--- config.mk ---
export PLATFORM = sky130hd
export DESIGN_NAME = vga_timing_rx_flat
export DESIGN_NICKNAME = d
export VERILOG_FILES = /design/src/rtl/vga_timing_rx_pkg.sv /design/src/rtl/vga_timing_rx_if.sv /design/src/rtl/vga_period_counter.sv /design/src/rtl/vga_timing_rx.sv /design/src/flat_wrapper.sv
export SDC_FILE = /design/constraint.sdc
export NUM_CORES = 1
export LEC_CHECK = 0
export CORE_ASPECT_RATIO = 0.9
export CORE_MARGIN = 2
export CORE_UTILIZATION = 45
export CTS_BUF_LIST = sky130_fd_sc_hd__clkbuf_8
export CTS_CLUSTER_SIZE = 28
export DETAILED_ROUTE_END_ITERATION = 10
export GPL_ROUTABILITY_DRIVEN = 0
export PLACE_DENSITY_LB_ADDON = 0.05
export SETUP_SLACK_MARGIN = 0.05
export SLEW_MARGIN = 20
export SYNTH_ARGS = -nofsm -noshare
export SYNTH_HDL_FRONTEND = slang
export SYNTH_HIERARCHICAL = 1
export SYNTH_SLANG_ARGS = --single-unit
--- constraint.sdc ---
create_clock -name Clk -period 4.3 [get_ports Clk]
set_input_delay 0.43 -clock Clk [delete_from_list [all_inputs] [get_ports Clk]]
set_output_delay 0.43 -clock Clk [all_outputs]
set_load 0.01 [all_outputs]
--- src/rtl/vga_timing_rx_pkg.sv ---
// vga_rx_pkg: shared types and default 640x480 timing constants for the VGA timing receiver
package vga_rx_pkg;
   typedef logic [9:0] coord_t;
   typedef enum logic [1:0] {SEARCH, MEASURE, LOCKED} state_t;
   localparam coord_t H_TOTAL_DEF      = 10'd800;
   localparam coord_t V_TOTAL_DEF      = 10'd525;
   localparam coord_t H_ACTIVE_DEF     = 10'd640;
   localparam coord_t V_ACTIVE_DEF     = 10'd480;
   localparam coord_t H_SYNC_START_DEF = 10'd656;
   localparam coord_t V_SYNC_START_DEF = 10'd490;
   localparam coord_t SAT_MAX          = 10'h3FF;
endpackage

--- src/rtl/vga_timing_rx_if.sv ---
// vga_timing_rx_if: pixel-strobed hs/vs/blank stream from the VGA controller
interface vga_timing_rx_if;
   logic pix_ce;
   logic hs;
   logic vs;
   logic blank;
   modport master (output pix_ce, hs, vs, blank);
   modport slave  (input  pix_ce, hs, vs, blank);
endinterface

--- src/rtl/vga_period_counter.sv ---
// vga_period_counter: saturating tick counter that reports the period ending at each capture edge
module vga_period_counter
   import vga_rx_pkg::*;
(
   input  logic   clk,
   input  logic   rst,
   input  logic   ce,
   input  logic   tick,
   input  logic   capture,
   output coord_t meas,
   output coord_t period
);
   coord_t cnt;
   // period includes the tick of the capturing sample itself
   assign period = (tick && cnt != SAT_MAX) ? cnt + 10'd1 : cnt;
   // restart on each capture, otherwise accumulate up to saturation
   always_ff @(posedge clk)
      if (rst) begin
         cnt  <= '0;
         meas <= '0;
      end else if (ce) begin
         cnt  <= capture ? '0 : period;
         meas <= capture ? period : meas;
      end
endmodule

--- src/rtl/vga_timing_rx.sv ---
// vga_timing_rx: regenerates DrawX/DrawY from hs/vs, measures periods, locks and counts faults (blank check under VGA_RX_BLANK_CHECK_EN)
module vga_timing_rx
   import vga_rx_pkg::*;
#(
   parameter coord_t H_TOTAL      = H_TOTAL_DEF,
   parameter coord_t V_TOTAL      = V_TOTAL_DEF,
   parameter coord_t H_ACTIVE     = H_ACTIVE_DEF,
   parameter coord_t V_ACTIVE     = V_ACTIVE_DEF,
   parameter coord_t H_SYNC_START = H_SYNC_START_DEF,
   parameter coord_t V_SYNC_START = V_SYNC_START_DEF
)(
   input  logic           Clk,
   input  logic           Reset,
   vga_timing_rx_if.slave rx,
   output coord_t         DrawX,
   output coord_t         DrawY,
   output logic           active,
   output logic           frame_start,
   output logic           locked,
   output coord_t         h_meas,
   output coord_t         v_meas,
   output logic [7:0]     err_count
);
   localparam coord_t X_LAST = H_TOTAL - 10'd1;
   localparam coord_t Y_LAST = V_TOTAL - 10'd1;
   state_t state, state_d;
   logic   hs_q, vs_q, h_armed, line_bad, line_bad_d, fault;
   logic   hs_fall, vs_fall, h_bad, v_bad, timeout, blank_bad;
   coord_t h_period, v_period, x_d, y_d;
   assign hs_fall = rx.pix_ce && !rx.hs && hs_q;
   assign vs_fall = rx.pix_ce && !rx.vs && vs_q;
   assign x_d = hs_fall ? H_SYNC_START : (DrawX == X_LAST) ? '0 : DrawX + 10'd1;
   assign y_d = vs_fall ? V_SYNC_START
              : (!hs_fall && DrawX == X_LAST) ? ((DrawY == Y_LAST) ? '0 : DrawY + 10'd1)
              : DrawY;
   assign h_bad   = hs_fall && h_armed && h_period != H_TOTAL;
   assign v_bad   = vs_fall && v_period != V_TOTAL;
   assign timeout = h_period == SAT_MAX;
`ifdef VGA_RX_BLANK_CHECK_EN
   assign blank_bad = rx.blank != (x_d < H_ACTIVE && y_d < V_ACTIVE);
`else
   assign blank_bad = 1'b0;
`endif
   assign locked = state == LOCKED;
   vga_period_counter u_line (
      .clk(Clk), .rst(Reset), .ce(rx.pix_ce), .tick(1'b1), .capture(hs_fall),
      .meas(h_meas), .period(h_period)
   );
   vga_period_counter u_frame (
      .clk(Clk), .rst(Reset), .ce(rx.pix_ce), .tick(hs_fall), .capture(vs_fall),
      .meas(v_meas), .period(v_period)
   );
   // lock procedure: qualify one whole frame, then watch for any timing fault
   always_comb begin
      state_d    = state;
      line_bad_d = line_bad;
      fault      = 1'b0;
      if (rx.pix_ce)
         case (state)
            SEARCH: if (vs_fall) begin
               state_d    = MEASURE;
               line_bad_d = 1'b0;
            end
            MEASURE: if (vs_fall) begin
               state_d    = (!line_bad && !h_bad && v_period == V_TOTAL) ? LOCKED : MEASURE;
               line_bad_d = 1'b0;
            end else
               line_bad_d = line_bad || h_bad;
            LOCKED: begin
               fault   = h_bad || v_bad || timeout || blank_bad;
               state_d = fault ? SEARCH : LOCKED;
            end
            default: state_d = SEARCH;
         endcase
   end
   // state register
   always_ff @(posedge Clk)
      if (Reset) begin
         state    <= SEARCH;
         line_bad <= 1'b0;
      end else begin
         state    <= state_d;
         line_bad <= line_bad_d;
      end
   // sync history, recovered position and fault counter
   always_ff @(posedge Clk)
      if (Reset) begin
         hs_q        <= 1'b1;
         vs_q        <= 1'b1;
         h_armed     <= 1'b0;
         DrawX       <= '0;
         DrawY       <= '0;
         active      <= 1'b0;
         frame_start <= 1'b0;
         err_count   <= '0;
      end else begin
         frame_start <= vs_fall;
         if (rx.pix_ce) begin
            hs_q      <= rx.hs;
            vs_q      <= rx.vs;
            h_armed   <= !fault && (h_armed || hs_fall);
            DrawX     <= x_d;
            DrawY     <= y_d;
            active    <= x_d < H_ACTIVE && y_d < V_ACTIVE;
            err_count <= err_count + 8'(fault && err_count != 8'hFF);
         end
      end
endmodule
--- src/flat_wrapper.sv ---
// flat-port wrapper written by rule: the top's interface ports become plain ports
module vga_timing_rx_flat import vga_rx_pkg::*;
#(
   parameter coord_t H_TOTAL      = H_TOTAL_DEF,
   parameter coord_t V_TOTAL      = V_TOTAL_DEF,
   parameter coord_t H_ACTIVE     = H_ACTIVE_DEF,
   parameter coord_t V_ACTIVE     = V_ACTIVE_DEF,
   parameter coord_t H_SYNC_START = H_SYNC_START_DEF,
   parameter coord_t V_SYNC_START = V_SYNC_START_DEF
)
  (Clk, Reset, DrawX, DrawY, active, frame_start, locked, h_meas, v_meas, err_count, rx_pix_ce, rx_hs, rx_vs, rx_blank);
  vga_timing_rx_if rx_i ();
  input  logic Clk;
  input  logic Reset;
  output coord_t DrawX;
  output coord_t DrawY;
  output logic active;
  output logic frame_start;
  output logic locked;
  output coord_t h_meas;
  output coord_t v_meas;
  output logic [7:0] err_count;
  input wire logic [$bits(rx_i.pix_ce)-1:0] rx_pix_ce;
  input wire logic [$bits(rx_i.hs)-1:0] rx_hs;
  input wire logic [$bits(rx_i.vs)-1:0] rx_vs;
  input wire logic [$bits(rx_i.blank)-1:0] rx_blank;
  assign rx_i.pix_ce = rx_pix_ce;
  assign rx_i.hs = rx_hs;
  assign rx_i.vs = rx_vs;
  assign rx_i.blank = rx_blank;
  vga_timing_rx #(.H_TOTAL(H_TOTAL), .V_TOTAL(V_TOTAL), .H_ACTIVE(H_ACTIVE), .V_ACTIVE(V_ACTIVE), .H_SYNC_START(H_SYNC_START), .V_SYNC_START(V_SYNC_START)) u_core (.Clk(Clk), .Reset(Reset), .rx(rx_i), .DrawX(DrawX), .DrawY(DrawY), .active(active), .frame_start(frame_start), .locked(locked), .h_meas(h_meas), .v_meas(v_meas), .err_count(err_count));
endmodule
# Word level (Yosys, flattened, before mapping)
# Cells that the tools add are included.
dict set report op_classes {
  reduce_logical 30
  n_lt_le_gt_ge 2
  muxes 19
  add_sub_neg 5
  n_eq_ne 13
}
# op n
set ops {}
lappend ops {{two-way mux 10 bit} 9}
lappend ops {{adder 10 x 1 -> 10 bit, second input constant} 4}
lappend ops {{equality test 10 bit, second input constant} 4}
lappend ops {{!= test 10 bit, second input constant} 4}
lappend ops {{logical AND 1 bit} 14}
lappend ops {{< comparator 10 bit, second input constant} 1}
lappend ops {{< comparator 10 x 9 -> 1 bit, second input constant} 1}
lappend ops {{adder 8 x 1 -> 8 bit} 1}
lappend ops {{two-way mux 2 bit} 4}
lappend ops {{!= test 8 bit, second input constant} 1}
lappend ops {{zero test 1 bit} 6}
lappend ops {{case mux 2 bit (3 select lines)} 1}
lappend ops {{AND reduction 3 bit} 2}
lappend ops {{logical OR 1 bit} 4}
lappend ops {{two-way mux 1 bit} 4}
lappend ops {{!= test 2 bit, second input constant} 2}
lappend ops {{AND reduction 2 bit} 2}
lappend ops {{equality test 2 x 1 -> 1 bit, second input constant} 1}
lappend ops {{equality test 2 bit, second input constant} 1}
lappend ops {{zero test 2 bit} 1}
lappend ops {{case mux 1 bit (2 select lines)} 1}
lappend ops {{nonzero test 2 bit} 1}
dict set report totals {
  register_bits 76
  wordCells 83
}

# Logic depth before layout (Yosys ltp)
dict set report logic_depth {
  ltp_word 13
  depth_mapped 18
  depth_no_buf 16
}

# Hierarchy
# Netlist, hierarchy kept.
# module cells_per_inst n_inst area_per_inst_um2
set modules_own_cells {}
lappend modules_own_cells {vga_period_counter 134 2 1141.1}
lappend modules_own_cells {vga_timing_rx 246 1 2054.5}

# Worst setup path before layout
# Ideal clock, no wire load.
dict set report synth_path {
  kind {input to register}
  from {in rx_pix_ce}
  to {reg u_core.err_count[6]}
  arrival_time_ns 3.420
  setup_ns 0.128
  path_slack_ns 0.753
  path_buffers 2
  path_stages 17
  path_cell_list {buf_2 nand3b_4 inv_2 buf_4 and3_1 nand4_1 xnor2_1 or4b_4 nor4_4 nor2_1 a211o_1 o2111a_1 ha_1 ha_1 nand4_1 xor2_1 nor2_1}
}
dict set report synth_via {
  elab_chain_len 12
  word_cells_on_any_way 16
}
# element line
set synth_rtl {}
lappend synth_rtl {{start, declared} flat_wrapper.sv:23} ;# input wire logic [$bits(rx_i.pix_ce)-1:0] rx_pix_ce;
lappend synth_rtl {{logical AND 1 bit (2 in a row)} vga_timing_rx.sv:30} ;# assign hs_fall = rx.pix_ce && !rx.hs && hs_q;
lappend synth_rtl {{net u_core.hs_fall} vga_timing_rx.sv:28} ;# logic hs_fall, vs_fall, h_bad, v_bad, timeout, blank_bad;
lappend synth_rtl {{logical AND 1 bit} vga_period_counter.sv:15} ;# assign period = (tick && cnt != SAT_MAX) ? cnt + 10'd1 : cnt;
lappend synth_rtl {{two-way mux 10 bit} vga_period_counter.sv:15}
lappend synth_rtl {{net u_core.v_period[7]} vga_timing_rx.sv:29} ;# coord_t h_period, v_period, x_d, y_d;
lappend synth_rtl {{!= test 10 bit} vga_timing_rx.sv:37} ;# assign v_bad = vs_fall && v_period != V_TOTAL;
lappend synth_rtl {{logical AND 1 bit} vga_timing_rx.sv:37}
lappend synth_rtl {{logical OR 1 bit (2 in a row)} vga_timing_rx.sv:70} ;# fault = h_bad || v_bad || timeout || blank_bad;
lappend synth_rtl {{two-way mux 1 bit} vga_timing_rx.sv:59} ;# case (state)
lappend synth_rtl {{two-way mux 1 bit} vga_timing_rx.sv:58} ;# if (rx.pix_ce)
lappend synth_rtl {{logical AND 1 bit} vga_timing_rx.sv:105} ;# err_count <= err_count + 8'(fault && err_count != 8'hFF);
lappend synth_rtl {{adder 8 x 1 -> 8 bit} vga_timing_rx.sv:105}
lappend synth_rtl {{end signal, assigned} vga_timing_rx.sv:105}
lappend synth_rtl {{end, declared} vga_timing_rx.sv:22} ;# output logic [7:0] err_count
# The timed path passes the listed nets, and every way through them passes these cells.
# A chain may end at the register's enable or synchronous reset.

# Worst setup path in the final report
dict set report layout_path {
  from {in rx_hs}
  to {reg u_core.err_count[6]}
}
dict set report layout_via {
  elab_chain_len 13
  word_cells_on_any_way 15
}
# element line
set layout_rtl {}
lappend layout_rtl {{start, declared} flat_wrapper.sv:24} ;# input wire logic [$bits(rx_i.hs)-1:0] rx_hs;
lappend layout_rtl {{zero test 1 bit} vga_timing_rx.sv:30}
lappend layout_rtl {{logical AND 1 bit (2 in a row)} vga_timing_rx.sv:30}
lappend layout_rtl {{net u_core.hs_fall} vga_timing_rx.sv:28}
lappend layout_rtl {{logical AND 1 bit} vga_period_counter.sv:15}
lappend layout_rtl {{two-way mux 10 bit} vga_period_counter.sv:15}
lappend layout_rtl {{net u_core.v_period[7]} vga_timing_rx.sv:29}
lappend layout_rtl {{!= test 10 bit} vga_timing_rx.sv:37}
lappend layout_rtl {{logical AND 1 bit} vga_timing_rx.sv:37}
lappend layout_rtl {{logical OR 1 bit (2 in a row)} vga_timing_rx.sv:70}
lappend layout_rtl {{two-way mux 1 bit} vga_timing_rx.sv:59}
lappend layout_rtl {{two-way mux 1 bit} vga_timing_rx.sv:58}
lappend layout_rtl {{logical AND 1 bit} vga_timing_rx.sv:105}
lappend layout_rtl {{adder 8 x 1 -> 8 bit} vga_timing_rx.sv:105}
# The timed path passes the listed nets, and every way through them passes these cells.

==> flow_summary.json <==
{
  "critPathKind": "in2reg",
  "die_h_um": 97.1,
  "clock_sinks": 76,
  "dp_hpwl_mm": 7.33,
  "clock_skew_ns": 0.0113,
  "setup_viol": 0,
  "ys.flop_type": "dfxtp_1",
  "synth_nets": 527,
  "antenna_cells": 0,
  "clk_latency_ns": 0.35,
  "max-slew-margin-rel_pct": 51.6,
  "core_area_um2": 9250,
  "synth_top_family_by_area": "simple AND/OR/NAND/NOR gates",
  "hold_violations": 0,
  "start_util_pct": 46.9,
  "swShare_pct": 24.0,
  "period_minus_slack_ns": 3.73,
  "drcViolationCount": 0,
  "rsz0062_at_grt": "false",
  "synth-adder-area-share_pct": 2.02,
  "power.leakage_nw": 1.80,
  "syn_area_um2": 4340,
  "ir_drop_mv": 0.192,
  "hold_buffers": 0,
  "avgViaCountPerCell": 5.80,
  "grt_pass1_wl_mm": 18.5,
  "synth.distinct_cells": 73,
  "grt_pass1_vias": 3746,
  "drv_cap": 0,
  "outcome": "completed",
  "synth_edf_count": 0,
  "syn_area_per_cell_um2": 8.44,
  "cts-root-buf": "clkbuf_8",
  "switchingPower_w": 0.000373,
  "drive_gt1_share_pct": 10.5,
  "ios": 57,
  "final_util_pct": 55.9,
  "cp-end-kind": "flip-flop",
  "via_count": 3956,
  "grt_max_degree": 73,
  "p_per_area_nw_per_um2": 300,
  "avgRoutedWirePerCell_um": 15.8,
  "firstDrtPassIters": 4,
  "layout_common_cells": "dfxtp_1 (76), clkdlybuf4s50_1 (53), nor2_1 (52), nand2_1 (37), a21oi_1 (33)",
  "rrSetupSlack_ns": 0.66,
  "place_ws_ns": 0.183,
  "final_common_cell": "dfxtp_1",
  "tightest_slew_ns": 0.727,
  "cts_resized": 0,
  "drv_slew": 0,
  "worstPathRequired_ns": 4.53,
  "grt_usage_pct": 21.4,
  "critical_path_peak_fanout": 8,
  "cts_tree": "built",
  "fmax_ghz": 0.268,
  "syn_inst": 514,
  "yosysWarnings": 6,
  "gr-total-overflow": 0,
  "hold_class": "in2reg",
  "ys_seq_area_share_pct": 35.1,
  "path_clk_slew_ns": 0.08,
  "p_int_w": 0.00118,
  "antenna_found_initial": 0,
  "layout_worst_path_cycle_share_pct": 86.7,
  "first_iter_violations": 179,
  "syn2layout_area_growth_pct": 19.3,
  "synthArstFlopShare_pct": 0,
  "ys_seq_elements": 76,
  "cts_setup_buffers": 0,
  "final.setup.tns_ns": 0,
  "cp-start-kind": "input pin",
  "arrival_ns": 3.95,
  "rows": 33,
  "ant_nets": 0,
  "synth_compound_area_share_pct": 20.9,
  "htreeDepth": 3,
  "worst_slack_ns": 0.573,
  "die_w_um": 107,
  "p_seq_share_pct": 47.5,
  "cts_buffer_depth": 2,
  "die_area_um2": 10400,
  "synth.mux.area_fraction_pct": 1.44,
  "nNetsFinal": 568,
  "routed_wirelength_mm": 10.8,
  "synthSimpleGateAreaFrac_pct": 33.1,
  "io_buffers": 55,
  "pwr-share-comb_pct": 8.8,
  "cts-buffers-inserted": 9,
  "p_clk_share_pct": 43.7,
  "synth-xor-area-share_pct": 3.64
}
==> stage by stage <==
| stage | hold WS, ns | cells | instance area [um2] | total power, W |
|---|---|---|---|---|
| floorplan | 0.477 | 514 | 4340 | 0.000839 |
| global placement | 0.452 | 666 | 4920 | 0.000890 |
| detailed placement | 0.455 | 666 | 4920 | 0.000892 |
| CTS | 0.389 | 682 | 5170 | 0.00158 |
| global route | 0.419 | 682 | 5170 | 0.00162 |
| finish | 0.400 | 682 | 5170 | 0.00155 |
==> critical path, stage by stage <==
cell and delay, ns:
clkdlybuf4s50_1 0.44, nand3b_4 0.22, inv_2 0.15, and3_1 0.24, nand4_1 0.18, xnor2_1 0.18
or4b_4 0.56, nor4_4 0.29, nor2_1 0.08, a211o_1 0.27, o2111a_1 0.13, ha_1 0.20
ha_1 0.22, nand4_1 0.13, xor2_1 0.16, nor2_1 0.05
==> synth_stat cells (all sizes together), types with 3 or more instances <==
master  number  share of area, %
o21ba        6               1.4
a311oi       5               1.0
and2        10               1.4
a211o        3              0.61
and4         3              0.66
inv         10              0.87
nor4         9               2.3
ha           7               2.0
nand3       23               2.9
nand3b       6               1.3
nor2b        9               1.3
or3         13               1.9
nor3        13               1.6
nand4       17               3.8
nor2        52               4.5
xor2         8               1.6
a21oi       33               3.8
o211ai       4              0.69
a211oi       8               1.5
xnor2       10               2.0
nand2       38               3.3
nand2b      18               2.6
o41ai        6               1.2
mux2i        4              0.92
o21ai       24               2.9
a21o         3              0.52
clkbuf      18               1.6
buf         10               1.4
or4          3              0.52
nand4b       3              0.61
and3        14               2.3
o21a         6               1.0
a31oi       13               1.9
dfxtp       76                35
==> state kept, by name (all words and copies together), names as in the netlist <==
name                 count
u_core/DrawX            10
u_core/DrawY            10
u_core/active            1
u_core/err_count         8
u_core/frame_start       1
u_core/h_armed           1
u_core/hs_q              1
u_core/line_bad          1
u_core/state             2
u_core/u_frame/cnt      10
u_core/u_frame/meas     10
u_core/u_line/cnt       10
u_core/u_line/meas      10
u_core/vs_q              1
==> final cells by class <==
class                   instances  area [um2]
flip-flops and latches         76        1520
well taps                     122         153
clock inverters                 6         111
multi-input cells             400        2650
repair buffers                 58         563
fillers                       889        4080
inverters                      10        37.5
clock buffers                  10         138
==> cell families after synthesis <==
| family | count (synthesis) |
|---|---|
| AND/OR/NAND/NOR | 238 |
| AO/OA/AOI/OAI | 130 |
| flip-flops | 76 |
| buffers and inverters | 38 |
| XOR/XNOR | 18 |
| adder cells (fa/ha/maj) | 7 |
| multiplexers | 6 |
| other | 1 |
==> power by group through the flow <==
| stage | registers (W) | logic [W] | clock network [W] |
|---|---|---|---|
| after floorplan | 0.000756 | 0.0000832 | 0 |
| after global placement | 0.000755 | 0.000135 | 0 |
| after detailed placement | 0.000755 | 0.000137 | 0 |
| after CTS | 0.000738 | 0.000138 | 0.000700 |
| after global routing | 0.000742 | 0.000151 | 0.000724 |
| final | 0.000738 | 0.000137 | 0.000678 |
==> worst paths after layout <==
| kind | end | cells after the start | start |
|---|---|---|---|
| max reg2reg | u_core/err_count[6]$_SDFFE_PP0P_ | 15 | u_core/u_frame/cnt[0]$_SDFFE_PP0P_ |
| min | u_core/u_line/meas[4]$_SDFFE_PP0P_ | 2 | Reset |
| min reg2reg | u_core/u_frame/meas[4]$_SDFFE_PP0P_ | 2 | u_core/u_frame/meas[4]$_SDFFE_PP0P_ |
| max | u_core/err_count[6]$_SDFFE_PP0P_ | 16 | rx_hs |
==> metal layers <==
| layer | GRT usage, % | vias to the layer above | part of all wire (%) |
|---|---|---|---|
| met4 | 5.72 | 0 | 1.2 |
| met2 | 32.2 | 99 | 45 |
| met1 | 30.7 | 1863 | 49 |
| met5 | 0 | - | 0 |
| met3 | 5.10 | 14 | 4.8 |
| li1 | - | 1980 | - |
(Power assumes the default switching activity.)
==> edit 1: new RTL, same flow settings <==
The option `VGA_RX_BLANK_CHECK_EN` is turned on by a define.
--- a/src/rtl/vga_timing_rx.sv
+++ b/src/rtl/vga_timing_rx.sv
@@ -1,4 +1,6 @@
 // vga_timing_rx: regenerates DrawX/DrawY from hs/vs, measures periods, locks and counts faults (blank check under VGA_RX_BLANK_CHECK_EN)
+`define VGA_RX_BLANK_CHECK_EN
+
 module vga_timing_rx
    import vga_rx_pkg::*;
 #(
Check against the original RTL: no difference found for any inputs over 4 cycles, from zero or initial values and one cycle with Reset high; that may be too few to reach the edited logic, so the function may still have changed.
==> edit 1 against the original RTL <==
  * Synthesized area shrank 0.75%
  * Global-route usage grew 0.46 points
  * Largest power group unchanged
  * Critical path depth is the same
  * Wire length grew 2.7%
  * Combinational power grew 12%
  * Hold slack gained 0.060 ns
  * Setup slack lost 0.18 ns
  * Sequential share of layout area shrank 0.085 points
  * Count of clock-buffer cells in the layout is the same
  * Maximum frequency shrank 4.7%
  * Clock power shrank 2%
  * Largest cell class unchanged
  * Sequential cell count is the same
  * Cell area grew 0.29%
  * Power grew 0.47%
==> edit 1: results (changes against the original RTL) <==
status completed (unchanged); Worst Skew 0.00382 ns (was 0.0113 ns); non-filler instance count after layout 685 (was 682); Area contributors post-synth dfxtp_1, nor2_1, a21oi_1, nand3_1, nand2_1 (was dfxtp_1, nor2_1, a21oi_1, nand2_1, nand2b_1); CTS Buffer Depth 2 (unchanged); GR Layer Usage met3 0.0472 (was 0.0510); Synth Net Count 525 (was 527); Worst path max stage delay 0.72 ns (was 0.56 ns); placed instance count 670 (was 666); Netlist cell types 70 (was 73); largest net degree at the start of global routing 67 (was 73); Detailed Place HPWL 7.54 mm (was 7.33 mm); Commonest cells post-synth dfxtp_1, nor2_1, nand2_1, a21oi_1, nand3_1 (was dfxtp_1, nor2_1, nand2_1, a21oi_1, o21ai_0); Total Wirelength 11.1 mm (was 10.8 mm); drt drc 0 (unchanged); Clock net power 664 uW (was 678 uW); final net count 572 (was 568); CP max-delay cell or4b_2 (was or4b_4); Port Buffer Count 56 (was 55); layout cell share with drive strength beyond 1 0.103 (was 0.105); vias in the first global route 3774 (was 3746); DRT Pass-1 Iters 5 (was 4); Max VDD drop 174 uV (was 192 uV); Data arrival, critical path 4.15 ns (was 3.95 ns); Metal-1 WL 5.48 mm (was 5.25 mm); worst min path class reg -> reg (was in -> reg); Synth Instances 512 (was 514); DRT iter0 DRCs 229 (was 179); Seq pwr share 0.476 (was 0.475); power per cell area 301 nW/um2 (was 300 nW/um2); GR Util met2 0.327 (was 0.322); Synth Area in Adders 0.0203 (was 0.0202); wire length on met3 517 um (was 522 um); Hold Startpoint u_core/u_line/meas[4] (was Reset); mux contribution to synthesized area 0.0145 (was 0.0144); Seq/Total Area, Yosys 0.353 (was 0.351); GR Layer Usage met1 0.318 (was 0.307); initial antenna violation count 0 (unchanged); first-pass GRT wire length 18.6 mm (was 18.5 mm); setup slack, reg-to-reg 0.45 ns (was 0.66 ns); met2 routed WL 4.95 mm (was 4.88 mm); Slew @ Worst Pin 0.675 ns (was 0.727 ns); Sw Ratio 0.240 (about the same); Total Routing Usage GR 0.219 (was 0.214); dpl ws -0.112 ns (was 0.183 ns); hold slack final 0.461 ns (was 0.400 ns); Lkg Pwr 1.85 nW (was 1.80 nW); dpl cell area 4940 um2 (was 4920 um2); worst-path maximum fanout 4 (was 8); number of vias per cell 5.93 (was 5.80); Synth Area in XOR/XNOR 0.0366 (was 0.0364); compound-gate portion of the synthesized area 0.222 (was 0.209)
[edit 1: cell count changes after synthesis, moves of 3 or more]
cell | before | now
nand3_1 | 21 | 24
nor2b_1 | 9 | 6
a21oi_1 | 33 | 29
and3_1 | 10 | 7
o21bai_1 | 0 | 3
nand2_1 | 37 | 31
a211oi_1 | 7 | 10
nand4_1 | 13 | 16
[edit 1: final cells by class]
class	count	area, um2
repair buffers	63	603
multi-input cells	398	2630
clock buffers	10	138
flip-flops and latches	76	1520
clock inverters	5	100
well taps	122	153
inverters	11	41.3
fillers	843	4020
[edit 1: how the worst max path moves through the flow]
stage                     startpoint                  end  slack [ns]  depth (start not counted)
after CTS                      rx_hs  u_core/err_count[6]        0.27                         17
after global routing           rx_hs  u_core/err_count[6]         0.1                         17
final                          rx_hs  u_core/err_count[6]        0.39                         16
after global placement         rx_hs  u_core/err_count[6]        0.04                         16
after floorplan            rx_pix_ce  u_core/err_count[6]        0.34                         18
after detailed placement       rx_hs  u_core/err_count[6]       -0.11                         17
==> edit 2: new RTL, same flow settings <==
Without the edit above. Reset style: asynchronous (`Reset` and `rst`), changed in 3 clocked blocks.
--- a/src/rtl/vga_period_counter.sv
+++ b/src/rtl/vga_period_counter.sv
@@ -14,7 +14,7 @@
    // period includes the tick of the capturing sample itself
    assign period = (tick && cnt != SAT_MAX) ? cnt + 10'd1 : cnt;
    // restart on each capture, otherwise accumulate up to saturation
-   always_ff @(posedge clk)
+   always_ff @(posedge clk or posedge rst)
       if (rst) begin
          cnt  <= '0;
          meas <= '0;
--- a/src/rtl/vga_timing_rx.sv
+++ b/src/rtl/vga_timing_rx.sv
@@ -74,7 +74,7 @@
          endcase
    end
    // state register
-   always_ff @(posedge Clk)
+   always_ff @(posedge Clk or posedge Reset)
       if (Reset) begin
          state    <= SEARCH;
          line_bad <= 1'b0;
@@ -83,7 +83,7 @@
          line_bad <= line_bad_d;
       end
    // sync history, recovered position and fault counter
-   always_ff @(posedge Clk)
+   always_ff @(posedge Clk or posedge Reset)
       if (Reset) begin
          hs_q        <= 1'b1;
          vs_q        <= 1'b1;
Behaviour: differs if Reset is asserted again (counterexample within 4 cycles, from zero or initial values and one cycle with Reset high); with Reset held inactive, the same outputs for 10 cycles.
==> edit 2 against the original RTL <==
  * Final cell count decreased by 5.7%
  * Synthesized area increased by 3.1%
  * Setup slack got worse by 0.34 ns
  * Synthesized cell count decreased by 13%
  * Register-to-register slack got worse by 0.35 ns
  * Utilization increased by 0.67 points
  * Wire length decreased by 2.2%
  * Sequential cell count unchanged
  * First-iteration DRC count increased by 7.3%
  * Cell area increased by 5.7%
  * Die area increased by 3.0%
Power is not compared: it rests on default switching activity, and its combinational part moved more than twofold at a synthesized area within 25%.
==> edit 2: results (changes against the original RTL) <==
multi-input gates 343 (was 400); Total Routing Usage GR 0.212 (was 0.214); area of the multi-input gates 2460 um2 (was 2650 um2); Hold Startpoint u_core/err_count[5] (was Reset); worst min path class reg -> reg (was in -> reg); dpl ws -0.280 ns (was 0.183 ns); hold slack final 0.490 ns (was 0.400 ns); CP max-delay cell or4b_2 (was or4b_4); Detailed Place HPWL 7.30 mm (was 7.33 mm); GR Layer Usage met1 0.305 (was 0.307); inverters 12 (was 10); Data arrival, critical path 4.32 ns (was 3.95 ns); wire length on met3 442 um (was 522 um); Post-synth top flop dfrtp_1 (was dfxtp_1); met2 routed WL 4.81 mm (was 4.88 mm); status completed (unchanged); Seq area share 0.348 (was 0.294); Worst Hold Depth 1 (was 2); Metal-1 WL 5.22 mm (was 5.25 mm); Slew @ Worst Pin 0.802 ns (was 0.727 ns); number of vias per cell 5.81 (was 5.80); R2R depth 14 (was 15); # clk buffers 12 (was 10); Worst Skew 0.00834 ns (was 0.0113 ns); GR Util met2 0.322 (about the same); GR Layer Usage met3 0.0522 (was 0.0510); Worst R2R End u_core/err_count[1] (was u_core/err_count[6]); dpl cell area 5200 um2 (was 4920 um2); DRT iter0 DRCs 192 (was 179); clock-cell share of area 0.0433 (was 0.0481); placed instance count 626 (was 666); vias in the first global route 3679 (was 3746); FILL cells 845 (was 889); Non-clock buffering overhead 0.120 (was 0.109); WHS Endpoint u_core/err_count[5] (was u_core/u_line/meas[4]); Seq/Total Area, Yosys 0.426 (was 0.351)
==> edit 2: cell count changes in the layout (fill, tap and decap cells not counted), sizes merged, moves of 10 or more <==
cell,unedited run,this run
dfxtp,76,0
dfrtp,0,74
mux2,2,31
nor2,52,25
a21oi,33,19
nand2b,18,4
o21ai,24,37
buf,5,16
or3,13,3
==> edit 2: power breakdown <==
| part | internal, mW | switching, mW | total (mW) |
|---|---|---|---|
| logic | 0.236 | 0.200 | 0.436 |
| clock network | 0.373 | 0.269 | 0.641 |
| registers | 0.802 | 0.109 | 0.911 |
| total | 1.41 | 0.578 | 1.99 |
==> edit 2: worst max-delay path by stage <==
stage | slack, ns | start | depth (start not counted) | endpoint
after CTS | 0.09 | rx_hs | 15 | u_core/err_count[1]
after detailed placement | -0.28 | rx_hs | 15 | u_core/err_count[1]
final | 0.23 | rx_hs | 15 | u_core/err_count[1]
after floorplan | 0.13 | u_core/hs_q | 14 | u_core/err_count[1]
after global placement | -0.17 | rx_hs | 15 | u_core/err_count[1]
after global routing | 0.09 | rx_hs | 15 | u_core/err_count[1]
==> edit 2: worst reg2reg max path, stage by stage, from the launching register on <==
cell	delay, ns
dfstp_2	0.56
and3b_2	0.23
and3_1	0.20
and4_2	0.25
mux2_2	0.34
or4b_2	0.67
nor4_4	0.25
buf_4	0.15
o21ai_0	0.08
a41o_1	0.25
nand3_1	0.11
nor2_1	0.06
ha_1	0.20
ha_1	0.28
mux2_2	0.26
==> edit 2: cells by family (layout without fill, tap and decap cells) <==
group	count (synthesis)	after routing	share of synthesized area
other cells	1	6	0.000839
compound gates	118	118	0.185
fa+ha+maj	7	7	0.0196
flops	76	76	0.426
xor+xnor	20	20	0.0392
buf+inv	33	98	0.0322
mux	32	32	0.0837
simple gates	160	160	0.213
